File: src/rtl/prog_loader.sv
// Program-memory loader: packs a checksummed byte stream into 32-bit words,
// writes them from BASE_ADDR upward and holds the CPU in reset until the image is good.
module prog_loader #(
   parameter int unsigned ADDR_W    = 10,
   parameter int unsigned BASE_ADDR = 0,
   parameter int unsigned DEPTH     = 1024
) (
   input  logic              clk,
   input  logic              rst,
   input  logic              start,
   input  logic              byte_valid,
   input  logic [7:0]        byte_data,
   output logic              byte_ready,
   output logic              mem_we,
   output logic [ADDR_W-1:0] mem_addr,
   output logic [31:0]       mem_wdata,
   output logic              cpu_hold,
   output logic              done,
   output logic              error,
   output logic [15:0]       word_count
);

   typedef enum logic [2:0] {
      S_IDLE, S_HDR0, S_HDR1, S_DATA, S_CHK, S_DONE, S_ERR
   } state_t;

   state_t      state, state_nxt;
   logic        accept;
   logic        start_ok;
   logic        word_full;
   logic        last_word;
   logic        n_too_big;
   logic [7:0]  n_hi;
   logic [7:0]  checksum;
   logic [15:0] n_hdr;
   logic [15:0] n_words;
   logic [1:0]  byte_idx;

   assign byte_ready = (state == S_HDR0) || (state == S_HDR1) ||
                       (state == S_DATA) || (state == S_CHK);
   assign accept     = byte_valid && byte_ready;
   assign start_ok   = start && ((state == S_IDLE) || (state == S_DONE) || (state == S_ERR));
   assign word_full  = (state == S_DATA) && accept && (byte_idx == 2'd3);
   assign n_hdr      = {n_hi, byte_data};
   assign n_too_big  = {1'b0, n_hdr} > 17'(DEPTH);
   // word_count has already caught up with every earlier word by the time a new word fills
   assign last_word  = (word_count + 16'd1) == n_words;

   always_ff @(posedge clk or negedge rst) begin
      if (!rst) state <= S_IDLE;
      else      state <= state_nxt;
   end

   always_comb begin
      state_nxt = state;
      done      = 1'b0;
      error     = 1'b0;
      cpu_hold  = 1'b1;
      case (state)
         S_IDLE: if (start) state_nxt = S_HDR0;
         S_HDR0: if (accept) state_nxt = S_HDR1;
         S_HDR1: begin
            if (accept) begin
               if (n_hdr == 16'd0)  state_nxt = S_CHK;
               else if (n_too_big)  state_nxt = S_ERR;
               else                 state_nxt = S_DATA;
            end
         end
         // CHK is entered while the final word's write strobe is still up
         S_DATA: if (word_full && last_word) state_nxt = S_CHK;
         S_CHK: begin
            if (accept) state_nxt = (byte_data == checksum) ? S_DONE : S_ERR;
         end
         S_DONE: begin
            done     = 1'b1;
            cpu_hold = 1'b0;
            if (start) state_nxt = S_HDR0;
         end
         S_ERR: begin
            error = 1'b1;
            if (start) state_nxt = S_HDR0;
         end
         default: state_nxt = S_IDLE;
      endcase
   end

   always_ff @(posedge clk or negedge rst) begin
      if (!rst) begin
         mem_we     <= 1'b0;
         mem_addr   <= ADDR_W'(BASE_ADDR);
         mem_wdata  <= '0;
         word_count <= '0;
         checksum   <= '0;
         n_hi       <= '0;
         n_words    <= '0;
         byte_idx   <= '0;
      end else begin
         mem_we <= word_full;
         if (start_ok) begin
            mem_addr   <= ADDR_W'(BASE_ADDR);
            word_count <= '0;
            checksum   <= '0;
            byte_idx   <= '0;
         end else begin
            if (mem_we) begin
               mem_addr   <= mem_addr + ADDR_W'(1);
               word_count <= word_count + 16'd1;
            end
            if (accept) begin
               case (state)
                  S_HDR0: n_hi    <= byte_data;
                  S_HDR1: n_words <= n_hdr;
                  S_DATA: begin
                     mem_wdata <= {mem_wdata[23:0], byte_data};
                     checksum  <= checksum ^ byte_data;
                     byte_idx  <= byte_idx + 2'd1;
                  end
                  default: ;
               endcase
            end
         end
      end
   end

endmodule

File: config.mk
export PLATFORM = sky130hd
export DESIGN_NAME = prog_loader
export DESIGN_NICKNAME = d
export VERILOG_FILES = /design/src/rtl/prog_loader.sv
export SDC_FILE = /design/constraint.sdc
export NUM_CORES = 1
export LEC_CHECK = 0
export BUFFER_PORTS_ARGS = -buffer_cell sky130_fd_sc_hd__buf_2
export CORE_ASPECT_RATIO = 2
export CORE_MARGIN = 4
export CORE_UTILIZATION = 55
export CTS_CLUSTER_SIZE = 12
export DETAILED_ROUTE_END_ITERATION = 8
export HOLD_SLACK_MARGIN = 0.06
export PLACE_DENSITY_LB_ADDON = 0.05
export SETUP_SLACK_MARGIN = 0.3
export SYNTH_ARGS = -nofsm -noshare
export SYNTH_HDL_FRONTEND = slang
export SYNTH_SLANG_ARGS = --single-unit
File: constraint.sdc
create_clock -name clk -period 2.8 [get_ports clk]
set_input_delay 0.14 -clock clk [delete_from_list [all_inputs] [get_ports clk]]
set_output_delay 0.14 -clock clk [all_outputs]
set_load 0.05 [all_outputs]
; After elaboration in Yosys (flattened, before gate mapping)
; Cells that the tools add are included.
[word_totals]
register_bits = 96
in_bits = 12
out_inout_bits = 63
wordCells = 72
[op_classes]
add_sub_neg = 3
magnitude_cmp = 1
eq_ne = 14
mux = 22
bitwise_logic = 2
reduce_logical = 21
[op_table]
columns = operator, n
row1 = $mux 16, 2
row2 = $mux 8, 3
row3 = $mux 3, 7
row4 = $mux 10, 2
row5 = $add 16x1->16 const B, 1
row6 = $eq 16x16->1, 1
row7 = $gt 16x11->1 const B, 1
row8 = $logic_not 16->1, 1
row9 = $pmux 3 s5, 1
row10 = $add 10x1->10 const B, 1
row11 = $eq 3x3->1 const B, 3
row12 = $reduce_and 3->1, 3
row13 = $eq 8x8->1, 1
row14 = $mux 2, 4
row15 = $xor 8x8->8, 1
row16 = $eq 3x2->1 const B, 2
row17 = $ne 2x2->1 const B, 3
row18 = $reduce_bool 2->1, 3
row19 = $logic_and 1x1->1, 5
row20 = $logic_or 1x1->1, 5
row21 = $reduce_and 5->1, 1
row22 = $ne 2x1->1 const B, 2
row23 = $eq 3x1->1 const B, 1
row24 = $logic_not 3->1, 1
row25 = 6 further kinds, 8

; Longest topological paths before layout
; Gate-level depths: netlist of run 1.
[logic_depth]
depth_word = 10
mapped_depth = 9
mapped_depth_nobuf = 7

; Worst setup path after synthesis of run 1
; No wires, ideal clock.
[synth_timing]
kind = register -> register
startpoint = register word_count[0]
endpoint = register state[2]
setup_time_ns = 0.131
arrival_time_ns = 2.368
required_time_ns = 2.669
setup_slack_ns = 0.300
stages_incl_launch_ff = 10
path_buffers = 2
synth_period_minus_slack_ns = 2.500
path_cell_list = dfrtp_1 -> ha_1 -> clkbuf_2 -> and4_1 -> clkbuf_1 -> a21boi_0 -> o211ai_1 -> a21oi_1 -> nor4b_4 -> or3_1
[synth_between]
elab_chain_len = 5
[synth_lines]
columns = element, line_no
row1 = "start, declared", 20  ; output logic [15:0] word_count
row2 = "start signal, assigned", 107  ; word_count <= word_count + 16'd1;
row3 = $add 16x1->16, 47  ; assign last_word = (word_count + 16'd1) == n_words;
row4 = $eq 16x16->1, 47
row5 = $logic_and 1x1->1, 70  ; S_DATA: if (word_full && last_word) state_nxt = S_CHK;
row6 = $ne 2x1->1 (no source line), --
row7 = $reduce_and 5->1 (no source line), --
row8 = "end signal, assigned", 51  ; else state <= state_nxt;
row9 = "end, declared", 27  ; state_t state, state_nxt;
; No other way between the ends.
; A chain may end at the register's enable or synchronous reset.

; Worst setup path after layout of run 1
[layout_timing]
startpoint = register word_count[0]
endpoint = register state[1]
; Same word-level chain as after synthesis.

==> results of run 1 <==
## final cells by class
type	instances	area (um2)
tap	98	123
clock inverter	4	48.8
multi-input combinational	353	2170
timing repair buffer	81	428
clock buffer	12	267
sequential	96	2400
fill	688	2840
inverter	3	11.3
## flip-flops by register name (all words and copies together) (netlist names)
name,cells
byte_idx,2
checksum,8
mem_addr,10
mem_wdata,32
mem_we,1
n_hi,8
n_words,16
state,3
word_count,16
## layout by cell type (no fill, tap or decap), types with 7 or more instances in the layout
| cell type | Yosys | routed |
|---|---|---|
| nor2_1 | 35 | 35 |
| dfrtp_1 | 96 | 96 |
| nand4_1 | 15 | 15 |
| clkbuf_16 | 0 | 9 |
| buf_4 | 1 | 7 |
| xor2_1 | 25 | 25 |
| o21ai_0 | 27 | 27 |
| nand2_1 | 116 | 116 |
| nand2b_1 | 7 | 7 |
| buf_2 | 6 | 73 |
| mux2_2 | 24 | 24 |
| xnor2_1 | 27 | 27 |
| nand3_1 | 10 | 10 |
## routing by layer
metal	wire, um	share of wire	vias up	GRT usage
li1	-	-	1747	-
met1	4160	0.41	1738	0.268
met2	5410	0.53	91	0.372
met3	454	0.044	16	0.0515
met4	246	0.024	0	0.0755
met5	0	0	-	0
## cell families (layout without fill, tap and decap cells)
logic type | Yosys count | in the layout | share of synthesized area
DFF | 96 | 96 | 0.511
xor gates and xnor gates | 53 | 53 | 0.102
adders and majority gates | 3 | 3 | 0.00798
and+or+nand+nor | 220 | 220 | 0.222
muxes | 28 | 28 | 0.0659
buffers and inverters | 30 | 100 | 0.0282
AOI/OAI and AO/OA | 49 | 49 | 0.0638
## repair_timing
action / 4_1_cts / 5_1_grt
hold endpoints to repair: 85 / 0
resized for setup: 0 / 2
buffers inserted: 0 / 0
endpoints found under the setup margin: 0 / 3
hold buffers: 1 / 0
## per-stage QoR
stage	hold slack (ns)	cell area, um2
2_1_floorplan	-0.156	4710
3_3_place_gp	0.394	5120
3_5_place_dp	0.407	5120
4_1_cts	0.108	5450
5_1_grt	0.118	5450
6_report	0.112	5450
## critical path, cell delays in order, from the launching register on
cell	delay, ns
dfrtp_1	0.46
ha_2	0.27
xor2_1	0.17
o2111ai_1	0.18
o21ai_0	0.11
or4_4	0.56
nor4b_4	0.30
o21ai_0	0.11
## report_power, final
part | internal, mW | switching (mW) | leakage [nW]
sequential | 1.86 | 0.431 | 1.24
combinational | 0.810 | 1.63 | 1.31
clock | 0.765 | 0.509 | 0.159
total | 3.43 | 2.57 | 2.71
## final timing paths
path,start,to,slack [ns]
min,byte_data[6],mem_wdata[6],0.11
max,word_count[0],state[1],0.51
min reg2reg,mem_wdata[25],mem_wdata[25],0.47
min in group asynchronous,rst,mem_addr[4],0.53
max in group asynchronous,rst,mem_wdata[26],1.47
max reg2reg,word_count[0],state[1],0.51
==> summary.txt, run 1 <==
Status
  – Status: complete, no violations

CTS
  – CTS sink cnt: 96
  – Clk buf depth: 2
  – CTS buffer count: 9
  – Clock slew at reported path FFs: 0.06 ns
  – CTS tree: done
  – Worst skew pair latency: 0.34 ns
  – Root buffer cell: clkbuf_16
  – H-tree Lvls: 3

Critical path
  – R2R depth: 7
  – Setup CP Type: reg2reg
  – Setup crit start kind: register
  – Worst EP arrival: 2.50 ns
  – WP data required: around 3.0 ns
  – Setup crit end kind: register
  – Maximum net fanout on the critical path: 8

Synthesis
  – Post-synth top area cell: dfrtp_1
  – Yosys cell types: 50
  – Syn Std Cell Area: about 0.0047 mm2
  – Synth Instances: 479
  – Most common cell in the netlist: nand2_1
  – Ys async rst share: 1.00
  – EDFF count, synth: 0
  – Synth top area share: 0.511
  – Yosys reg bits: 96
  – Top cells by area, synth: dfrtp_1 (51%), nand2_1 (9.3%), mux2_2 (5.7%)
  – Syn_area_per_cell: between 9 and 10 um2
  – Leading cell types by count after synthesis: nand2_1 (116), dfrtp_1 (96), nor2_1 (35)
  – Register area share after synthesis: 0.511
  – Post-synth top flop: dfrtp_1
  – Syn nets: 494
  – Yosys Warn Count: 0

Timing
  – Final worst slack: between 0.5 and 0.6 ns
  – Final worst path period share: 0.816
  – Fmax achieved: 438 MHz
  – Max Slew Vio Count: 0
  – Final Hold Violating Endpoints: 0
  – Rel. slew slack: 0.282
  – Skew final: 0.00666 ns
  – Setup TNS: 0 ns
  – Final setup viols: 0
  – RSZ-0062 raised after global routing: false
  – Least-Margin Pin Slew: 1.08 ns
  – Tmin final: ~2.3 ns

Global routing
  – Vias in the first global route: 3,618
  – Pin count of the biggest net entering global routing: 87
  – Grt ovf: 0
  – Initial antenna violation count: 0
  – Total GRT Usage: 0.220
  – First-pass GRT wire length: 17.6 mm

Layout
  – Post-layout util: 0.658
  – Layout cell share with drive strength beyond 1: 0.235
  – Non-Filler Instances: approximately 650
  – Nets: about 560
  – Ant. Diodes: 0
  – Layout area overhead: 15.9%

Placement
  – Post-Place Setup Slack: 0.416 ns
  – RD Place Congestion: 0.793
  – Number of port buffers: 74
  – Placed Cells: 630
  – Dpl hpwl: around 7.3 mm

Power
  – Lkg Pwr: about 2.7 nW
  – Final Power: roughly 6 mW
  – Worst VDD drop: ~0.74 mV
  – PwrDens: about 1100 mW/mm2

Detailed routing
  – Residual DRC: 0
  – Via Count: 3,592
  – Vias per cell: 5.55
  – Antenna-violating nets left: 0
  – DRT iter0 DRCs: about 190
  – Final WL: 10.3 mm
  – Wirelength per Cell: 15.9 um
  – DRT Pass-1 Iters: 4

Die
  – Chip Width: 73.4 um
  – Ports: 75
  – Core area: 0.00829 mm2
  – Starting Density: 0.568
  – Die span in y: 139 um
  – Die area: ~0.010 mm2
  – Num rows: 47

Flow run
  – Max cap viols: 0

Hold path
  – Worst Hold Class: in2reg
  – WHS Path Cells: 3
Power figures use the tool's default switching activity.
==> run 2: changes to the inputs <==
ABC_AREA = 1   (was not set)
clock period = 2.2 ns   (was 2.8 ns; I/O delays follow)
==> run 2 against run 1 <==
Against the previous run: core utilization up 2.7 points; register-to-register slack worse by 0.27 ns; count of clock-buffer cells in the layout down 1; wire length up 17%; area after synthesis up 1.6%; design area up 5.6%; die area up 1.5%; clock power up 19%; fmax up 17%; clock skew about the same; sequential power up 21%; critical path type unchanged; largest cell class unchanged; largest power group unchanged.
==> summary.txt, run 2 <==
Global routing
  – Total GRT Usage: 0.246 (was 0.220)
  – Vias in the first global route: 4,278 (was 3,618)
  – Initial antenna violation count: 0 (unchanged)
  – First-pass GRT wire length: 19.8 mm (was 17.6 mm)
  – Pin count of the biggest net entering global routing: 50 (was 87)
  – Grt ovf: 0 (unchanged)

Timing
  – Fmax achieved: 511 MHz (was 438 MHz)
  – Max Slew Vio Count: 0 (unchanged)
  – Rel. slew slack: 0.592 (was 0.282)
  – Final worst slack: 0.244 ns (was 0.515 ns)
  – Skew final: 0.00631 ns (was 0.00666 ns)
  – Setup TNS: 0 ns (unchanged)
  – Final Hold Violating Endpoints: 0 (unchanged)
  – Final setup viols: 0 (unchanged)
  – Tmin final: 1.96 ns (was 2.29 ns)
  – Least-Margin Pin Slew: 0.612 ns (was 1.08 ns)
  – RSZ-0062 raised after global routing: true (was false)
  – Final worst path period share: 0.889 (was 0.816)
  – Hold slack: 0.0954 ns (was 0.112 ns)

Placement
  – Placed Cells: 780 (was 630)
  – Dpl hpwl: 8.85 mm (was 7.33 mm)
  – RD Place Congestion: 0.897 (was 0.793)
  – Placed cell area: 0.00533 mm2 (was 0.00512 mm2)
  – Number of port buffers: 74 (unchanged)
  – Post-Place Setup Slack: 0.232 ns (was 0.416 ns)

CTS
  – CTS buffer count: 9 (unchanged)
  – Clock slew at reported path FFs: 0.07 ns (was 0.06 ns)
  – Root buffer cell: clkbuf_16 (unchanged)
  – CTS sink cnt: 96 (unchanged)
  – H-tree Lvls: 3 (unchanged)
  – CTS tree: done (unchanged)
  – Clk buf depth: 2 (unchanged)
  – Worst skew pair latency: 0.34 ns (about the same)

Die
  – Num rows: 47 (unchanged)
  – Core area: 0.00841 mm2 (was 0.00829 mm2)
  – Chip Width: 73.9 um (was 73.4 um)
  – Starting Density: 0.569 (was 0.568)
  – Die area: 0.0103 mm2 (was 0.0102 mm2)
  – Ports: 75 (unchanged)
  – Die span in y: 140 um (was 139 um)

Critical path
  – Worst EP arrival: 2.19 ns (was 2.50 ns)
  – WP data required: 2.44 ns (was 3.01 ns)
  – Maximum net fanout on the critical path: 8 (unchanged)
  – Setup crit start kind: register (unchanged)
  – Setup CP Type: reg2reg (unchanged)
  – Setup crit end kind: register (unchanged)

Layout
  – Largest registers: mem_wdata (32), n_words (16), word_count (16) (unchanged)
  – Ant. Diodes: 0 (unchanged)
  – Fin area: 0.00576 mm2 (was 0.00545 mm2)
  – Nets: 716 (was 559)
  – Reg with most FFs: mem_wdata (unchanged)
  – Commonest cells after routing, fill and taps aside: nand2_1 (175), dfrtp_1 (85), inv_1 (83) (was nand2_1 (116), dfrtp_1 (96), buf_2 (73))
  – Largest register FFs: 32 (unchanged)
  – Post-layout util: 0.685 (was 0.658)
  – Non-Filler Instances: 804 (was 647)
  – Commonest non-fill, non-tap cell in the layout: nand2_1 (unchanged)
  – Layout cell share with drive strength beyond 1: 0.220 (was 0.235)
  – Layout area overhead: 20.4% (was 15.9%)

Synthesis
  – Synth Instances: 613 (was 479)
  – Synth top area share: 0.502 (was 0.511)
  – Yosys Warn Count: 0 (unchanged)
  – Yosys reg bits: 96 (unchanged)
  – EDFF count, synth: 0 (unchanged)
  – Most common cell in the netlist: nand2_1 (unchanged)
  – Syn Std Cell Area: 0.00478 mm2 (was 0.00471 mm2)
  – Syn_area_per_cell: 7.80 um2 (was 9.82 um2)
  – Register area share after synthesis: 0.502 (was 0.511)
  – Post-synth top flop: dfrtp_1 (unchanged)
  – Leading cell types by count after synthesis: nand2_1 (175), dfrtp_1 (96), inv_1 (83) (was nand2_1 (116), dfrtp_1 (96), nor2_1 (35))
  – Top cells by area, synth: dfrtp_1 (50%), nand2_1 (14%), o21ai_0 (7.0%) (was dfrtp_1 (51%), nand2_1 (9.3%), mux2_2 (5.7%))
  – Yosys cell types: 29 (was 50)
  – Syn nets: 628 (was 494)
  – Ys async rst share: 1.00 (unchanged)
  – Post-synth top area cell: dfrtp_1 (unchanged)

Power
  – PwrDens: 1240 mW/mm2 (was 1100 mW/mm2)
  – Lkg Pwr: 3.04 nW (was 2.71 nW)
  – Worst VDD drop: 1.02 mV (was 0.736 mV)
  – Final Power: 7.15 mW (was 6.01 mW)

Detailed routing
  – Wirelength per Cell: 14.9 um (was 15.9 um)
  – Antenna-violating nets left: 0 (unchanged)
  – Final WL: 12.0 mm (was 10.3 mm)
  – Vias per cell: 5.42 (was 5.55)
  – DRT iter0 DRCs: 424 (was 188)
  – Via Count: 4,358 (was 3,592)
  – DRT Pass-1 Iters: 5 (was 4)
  – Residual DRC: 0 (unchanged)

Hold path
  – Worst Hold Class: in2reg (unchanged)

Flow run
  – Max cap viols: 0 (unchanged)

Status
  – Status: complete, no violations (unchanged)
run 2: repair_timing:
action	in CTS	in global routing
cloned	0	0
hold buffers	1	0
buffers inserted	0	7
hold endpoints to repair	45	0
endpoints found under the setup margin	2	12
resized for setup	6	14
pin swaps	0	17
run 2: where the power goes:
part           leakage [nW]  switching [mW]  internal (mW)
registers              1.24           0.424           2.34
logic                  1.65            2.10          0.773
clock network         0.146           0.677          0.836
total                  3.04            3.20           3.94
run 2: path summary, 6_finish.rpt:
path                       slack (ns)  cells after the start           from       endpoint
min reg2reg                      0.49                      2  mem_wdata[25]  mem_wdata[25]
max                              0.24                     14  word_count[1]       state[0]
max reg2reg                      0.24                     14  word_count[1]       state[0]
min                               0.1                      4   byte_data[6]    checksum[6]
min in group asynchronous        0.33                      2            rst  mem_wdata[28]
max in group asynchronous        1.15                      3            rst        n_hi[7]
run 2: cell type report:
type	instances	area [um2]
clock buffers	11	253
inverters	86	323
flip-flops and latches	96	2420
repair buffers	92	531
well taps	98	123
fillers	706	2650
multi-input cells	416	2070
clock inverters	5	40.0
run 2: worst max-delay path, stage by stage (launching register included):
cell and delay [ns]:
dfrtp_2 0.41, buf_4 0.14, nand2_2 0.06, nor2_4 0.24, nand3_1 0.12, nand3_1 0.11
nand2_1 0.06, nor2_1 0.09, nand2_1 0.07, nor2_2 0.16, nand3_2 0.12, nand2_4 0.10
nand2_2 0.06, nand2_1 0.05, nand2_1 0.04
run 2: cells by family (layout without fill, tap and decap cells):
kind of cell | after synthesis | in the layout | synth area share
flip-flops | 96 | 96 | 0.502
buffers and inverters | 101 | 194 | 0.0809
AND/OR/NAND/NOR | 307 | 307 | 0.285
adder cells (fa/ha/maj) | 3 | 3 | 0.00785
AO/OA/AOI/OAI | 95 | 95 | 0.104
XOR/XNOR | 11 | 11 | 0.0202
run 2: per-layer routing:
metal  vias to the layer above  share of wire  track usage
li1                       2144              -            -
met4                         0          0.039        0.113
met2                       142           0.54        0.436
met5                         -              0            0
met1                      2042           0.38        0.276
met3                        30          0.042       0.0412
